--- config.mk ---
export PLATFORM = sky130hd
export DESIGN_NAME = pipe_hazard_ctrl
export DESIGN_NICKNAME = d
export VERILOG_FILES = /design/src/rtl/pipe_hazard_ctrl.sv
export SDC_FILE = /design/constraint.sdc
export NUM_CORES = 1
export LEC_CHECK = 0
export CORE_AREA = 5 5 60 62
export CTS_BUF_LIST = sky130_fd_sc_hd__clkbuf_4
export DETAILED_ROUTE_END_ITERATION = 16
export DIE_AREA = 0 0 65 67
export GPL_ROUTABILITY_DRIVEN = 0
export PLACE_DENSITY_LB_ADDON = 0.2
export SETUP_SLACK_MARGIN = 0.05
export SLEW_MARGIN = 40
export SYNTH_ARGS = -nofsm -noshare
export SYNTH_HDL_FRONTEND = slang
export SYNTH_SLANG_ARGS = --single-unit
--- constraint.sdc ---
create_clock -name clk -period 2.3 [get_ports clk]
set_input_delay 0.23 -clock clk [delete_from_list [all_inputs] [get_ports clk]]
set_output_delay 0.23 -clock clk [all_outputs]
set_load 0.01 [all_outputs]
--- src/rtl/pipe_hazard_ctrl.sv ---
// Stall/flush sequencer for the 5-stage pipeline: load-use stalls, branch flushes,
// memory-wait freeze with timeout, halt freeze, and a saturating stall-cycle counter.
module pipe_hazard_ctrl #(
    parameter int MEM_TIMEOUT = 15,
    parameter int CNT_W       = 16
) (
    input  logic             clk,
    input  logic             rst,
    input  logic [2:0]       idRegRs_IN,
    input  logic             idRsUsed_IN,
    input  logic [2:0]       idRegRt_IN,
    input  logic             idRtUsed_IN,
    input  logic             exMemRead_IN,
    input  logic             exWriteEn_IN,
    input  logic [2:0]       exWriteRegSel_IN,
    input  logic             memReq_IN,
    input  logic             memDone_IN,
    input  logic             brTaken_IN,
    input  logic             haltMW_IN,
    output logic             stallPC_OUT,
    output logic             stallFD_OUT,
    output logic             stallDX_OUT,
    output logic             stallXM_OUT,
    output logic             stallMW_OUT,
    output logic             flushFD_OUT,
    output logic             bubbleDX_OUT,
    output logic             halted_OUT,
    output logic             memErr_OUT,
    output logic [1:0]       state_OUT,
    output logic [CNT_W-1:0] stallCount_OUT
);

    localparam int TW = (MEM_TIMEOUT < 1) ? 1 : $clog2(MEM_TIMEOUT + 1);
    localparam logic [TW-1:0] TMO = TW'(MEM_TIMEOUT);

    typedef enum logic [1:0] {
        ST_RUN     = 2'd0,
        ST_MEMWAIT = 2'd1,
        ST_HALTED  = 2'd2
    } state_e;

    state_e           state_q, state_d;
    logic [TW-1:0]    wait_cnt_q, wait_cnt_d;
    logic             halted_q, halted_d;
    logic             mem_err_q, mem_err_d;
    logic [CNT_W-1:0] stall_cnt_q, stall_cnt_d;

    logic freeze;
    logic luse;

    always_comb begin
        freeze = ((state_q == ST_RUN) && memReq_IN && !memDone_IN) ||
                 ((state_q == ST_MEMWAIT) && !memDone_IN) ||
                 (state_q == ST_HALTED);
        luse   = exMemRead_IN && exWriteEn_IN &&
                 ((idRsUsed_IN && (idRegRs_IN == exWriteRegSel_IN)) ||
                  (idRtUsed_IN && (idRegRt_IN == exWriteRegSel_IN)));
    end

    // Freeze outranks branch, branch outranks load-use (the stalled instruction is wrong-path).
    always_comb begin
        stallPC_OUT  = 1'b0;
        stallFD_OUT  = 1'b0;
        stallDX_OUT  = 1'b0;
        stallXM_OUT  = 1'b0;
        stallMW_OUT  = 1'b0;
        flushFD_OUT  = 1'b0;
        bubbleDX_OUT = 1'b0;
        if (!rst) begin
            if (freeze) begin
                stallPC_OUT = 1'b1;
                stallFD_OUT = 1'b1;
                stallDX_OUT = 1'b1;
                stallXM_OUT = 1'b1;
                stallMW_OUT = 1'b1;
            end else if (brTaken_IN) begin
                flushFD_OUT  = 1'b1;
                bubbleDX_OUT = 1'b1;
            end else if (luse) begin
                stallPC_OUT  = 1'b1;
                stallFD_OUT  = 1'b1;
                bubbleDX_OUT = 1'b1;
            end
        end
    end

    always_comb begin
        state_d    = state_q;
        wait_cnt_d = wait_cnt_q;
        mem_err_d  = mem_err_q;
        unique case (state_q)
            ST_RUN: begin
                if (memReq_IN && !memDone_IN) begin
                    state_d    = ST_MEMWAIT;
                    wait_cnt_d = TW'(1);
                end else if (haltMW_IN) begin
                    state_d = ST_HALTED;
                end
            end
            ST_MEMWAIT: begin
                if (memDone_IN) begin
                    state_d    = haltMW_IN ? ST_HALTED : ST_RUN;
                    wait_cnt_d = '0;
                end else if (wait_cnt_q == TMO) begin
                    state_d   = ST_HALTED;
                    mem_err_d = 1'b1;
                end else begin
                    wait_cnt_d = wait_cnt_q + TW'(1);
                end
            end
            default: state_d = ST_HALTED;
        endcase
        halted_d    = (state_d == ST_HALTED);
        stall_cnt_d = stall_cnt_q;
        if (stallPC_OUT && (stall_cnt_q != {CNT_W{1'b1}})) begin
            stall_cnt_d = stall_cnt_q + CNT_W'(1);
        end
    end

    always_ff @(posedge clk) begin
        if (rst) begin
            state_q     <= ST_RUN;
            wait_cnt_q  <= '0;
            halted_q    <= 1'b0;
            mem_err_q   <= 1'b0;
            stall_cnt_q <= '0;
        end else begin
            state_q     <= state_d;
            wait_cnt_q  <= wait_cnt_d;
            halted_q    <= halted_d;
            mem_err_q   <= mem_err_d;
            stall_cnt_q <= stall_cnt_d;
        end
    end

    assign halted_OUT     = halted_q;
    assign memErr_OUT     = mem_err_q;
    assign state_OUT      = state_q;
    assign stallCount_OUT = stall_cnt_q;

endmodule
==> insert_results.sql <==
INSERT INTO impl_metrics (metric_group, metric, value, unit) VALUES
('worst_setup_path', 'crit_type', 'input port to flop', ''),
('worst_setup_path', 'crit_path_start_kind', 'input port', ''),
('logic_synthesis', 'proportion_of_netlist_area_held_by_the_largest_area_contributor', '36.5', '%'),
('placed_design', 'place_hpwl', '2700', 'um'),
('sta', 'timing.slew.headroom', '71.3', '%'),
('power', 'sequentialPowerShare', '47.3', '%'),
('power', 'power_switching_share', '23.4', '%'),
('logic_synthesis', 'synth_edf_count', '0', ''),
('logic_synthesis', 'yosys_warnings', '0', ''),
('sta', 'final_max_slew_viol_count', '0', ''),
('logic_synthesis', 'syn_nets', '172', ''),
('clock_network', 'cts_tree', 'done', ''),
('route', 'highest_layer', 'met4', ''),
('logic_synthesis', 'post-synth-top-area-cell', 'dfxtp_1', ''),
('worst_setup_path', 'reg2reg_setup_slack', '0.17', 'ns'),
('global_routing', 'groute.usage.overall', '17.5', '%'),
('power', 'internal_power', '0.000701', 'W'),
('layout', 'n_antenna_cell', '0', ''),
('die', 'design.portCount', '46', ''),
('route', 'final_antenna_net_count', '0', ''),
('power', 'irDropWorstVdd', '0.362', 'mV'),
('route', 'drt-met1-wl', '1470', 'um'),
('clock_network', 'cts.sink_count', '24', ''),
('sta', 'worst-slew-pin-transition', '0.431', 'ns'),
('die', 'floorplan.die_area', '0.00436', 'mm2'),
('logic_synthesis', 'synth_cell_type_count', '43', ''),
('worst_setup_path', 'worst_r2r_startpoint', 'stallCount_OUT[9]', ''),
('logic_synthesis', 'synth.cell_area', '0.00132', 'mm2'),
('global_routing', 'grt_antenna_before_repair', '0', ''),
('route', 'routed-wl-met3', '113', 'um'),
('sta', 'finalWorstSetupSlack', '0.0826', 'ns'),
('die', 'die_height', '67', 'um'),
('global_routing', 'grt.overflow.total', '0', ''),
('placed_design', 'post-place-ws', '-0.189', 'ns'),
('logic_synthesis', 'synth.top_cells.by_count', '24 x dfxtp_1, 15 x a21oi_1, 14 x nor2_1', ''),
('hold_path', 'hold-path-endpoint', 'memErr_OUT', ''),
('route', 'avgRoutedWirePerCell', '15.0', 'um'),
('hold_path', 'timing.hold.worst.class', 'flop to flop', ''),
('worst_setup_path', 'path_max_fanout', '6', ''),
('route', 'routed_via_density', '5.51', ''),
('global_routing', 'grt_max_degree', '19', ''),
('global_routing', 'grt_first_pass_wirelength', '5970', 'um'),
('logic_synthesis', 'postSynthRegisterBits', '24', ''),
('die', 'floorplan.core_area', '0.00298', 'mm2'),
('clock_network', 'post_cts_hold_buffer_count', '0', ''),
('die', 'starting_density', '44.2', '%'),
('clock_network', 'cts-root-buf', 'clkbuf_4', ''),
('power', 'power_frac_comb', '19.1', '%'),
('global_routing', 'first_global_vias', '1325', ''),
('worst_setup_path', 'required', '2.56', 'ns'),
('sta', 'rsz0062_at_grt', 'true', ''),
('die', 'die_width', '65', 'um'),
('sta', 'finalHoldViolations', '0', ''),
('layout', 'finish.net_count', '234', ''),
('logic_synthesis', 'synth.area.top_cells', 'dfxtp_1 36%, a21oi_1 5.7%, xnor2_1 4.7%', ''),
('route', 'remaining_drc_errors', '0', ''),
('status', 'result_of_the_run', 'finished clean', ''),
('logic_synthesis', 'post_synth_inst_count', '151', ''),
('hold_path', 'hold-path-cell-count', '2', ''),
('power', 'cellPowerDensity', '452', 'mW/mm2'),
('sta', 'finalHoldWorstSlack', '0.501', 'ns'),
('power', 'p_leak', '0.761', 'nW'),
('worst_setup_path', 'timing.rr.end', 'stallCount_OUT[0]', ''),
('die', 'rows', '20', ''),
('sta', 'fmax', '0.451', 'GHz'),
('route', 'dr_total_vias', '1349', ''),
('flow_run', 'max_capacitance_violation_count', '0', ''),
('power', 'switchingPower', '0.000214', 'W'),
('clock_network', 'cts.clk_slew.worst_paths', '0.14', 'ns'),
('sta', 'fin_worst_skew', '0.00872', 'ns'),
('layout', 'area_growth', '53.6', '%');
logic make-up after synthesis:
kind of cell / count (synthesis) / share of synthesized area (%)
xor+xnor: 10 / 6.65
simple gates: 67 / 28.9
compound gates: 34 / 17.8
flops: 24 / 36.5
fa+ha+maj: 2 / 1.90
mux: 5 / 4.27
buf+inv: 9 / 4.08
registers in the layout, indices dropped and copies added (netlist names):
name,count
halted_OUT,1
stallCount_OUT,16
wait_cnt_q,4
state_OUT,2
memErr_OUT,1
final cells by class:
type | instances | area, um2
Clock buffer | 3 | 22.5
Multi-Input combinational cell | 118 | 832
Inverter | 1 | 3.75
Tap cell | 33 | 41.3
Clock inverter | 1 | 30.0
Fill cell | 246 | 955
Sequential cell | 24 | 484
Timing Repair Buffer | 65 | 609
worst max-delay path by stage:
stage	startpoint	to	slack [ns]
final	idRegRt_IN[1]	stallCount_OUT[8]	0.08
after global routing	idRegRt_IN[0]	stallCount_OUT[8]	-0.006
after CTS	state_OUT[1]	flushFD_OUT	0.06
after detailed placement	exWriteRegSel_IN[0]	stallCount_OUT[15]	-0.19
after global placement	exWriteRegSel_IN[0]	stallCount_OUT[15]	-0.14
after floorplan	stallCount_OUT[6]	stallCount_OUT[7]	0.21
per-stage QoR:
| stage | std cells | utilization [%] | setup TNS, ns | cell area [um2] | total power (W) |
|---|---|---|---|---|---|
| after floorplan | 151 | - | 0 | 1320 | 0.000515 |
| after global placement | 235 | 62.6 | -1.12 | 1860 | 0.000603 |
| after detailed placement | 235 | 62.6 | -1.51 | 1860 | 0.000606 |
| after CTS | 243 | 65.3 | 0 | 1950 | 0.000917 |
| after global routing | 245 | 67.9 | -0.00591 | 2020 | 0.000962 |
| final | 245 | 67.9 | 0 | 2020 | 0.000915 |
power groups by stage:
stage,Sequential [W],Clock (W),Combinational [W]
5_1_grt,0.000435,0.000339,0.000188
2_1_floorplan,0.000443,0,0.0000722
4_1_cts,0.000432,0.000315,0.000170
3_5_place_dp,0.000441,0,0.000165
6_report,0.000433,0.000308,0.000174
3_3_place_gp,0.000441,0,0.000162
worst max-delay path, cell delays in order:
cell	delay, ns
clkdlybuf4s50_1	0.47
xnor2_1	0.11
nand4_1	0.19
a2111oi_4	0.41
buf_4	0.17
buf_4	0.13
o21ai_2	0.10
or4_4	0.51
a21oi_2	0.15
cells in the final DEF, fill, tap and decap left out, drive strengths merged, types with 5 or more instances in the layout:
cell,synthesis,routed
clkdlybuf4s50,0,37
dfxtp,24,24
buf,6,20
nor2,15,15
a21oi,15,15
nand2,9,9
nand3,8,8
xnor2,7,7
o21ai,7,7
nand4,6,6
nor3,6,6
dlymetal6s2s,0,5
or4,5,5
what timing repair did:
action                                  in CTS  in global routing
cloned                                       0                  0
endpoints found under the setup margin       2                 17
resized for setup                            4                 24
setup buffers                                4                  2
pin swaps                                    4                  9
per-layer routing:
layer	track usage [%]	vias to the layer above
li1	-	679
met1	18.6	634
met2	33.8	28
met3	3.20	8
met4	6.33	0
met5	0	-
Note: power is estimated with default switching activity, not from simulation.
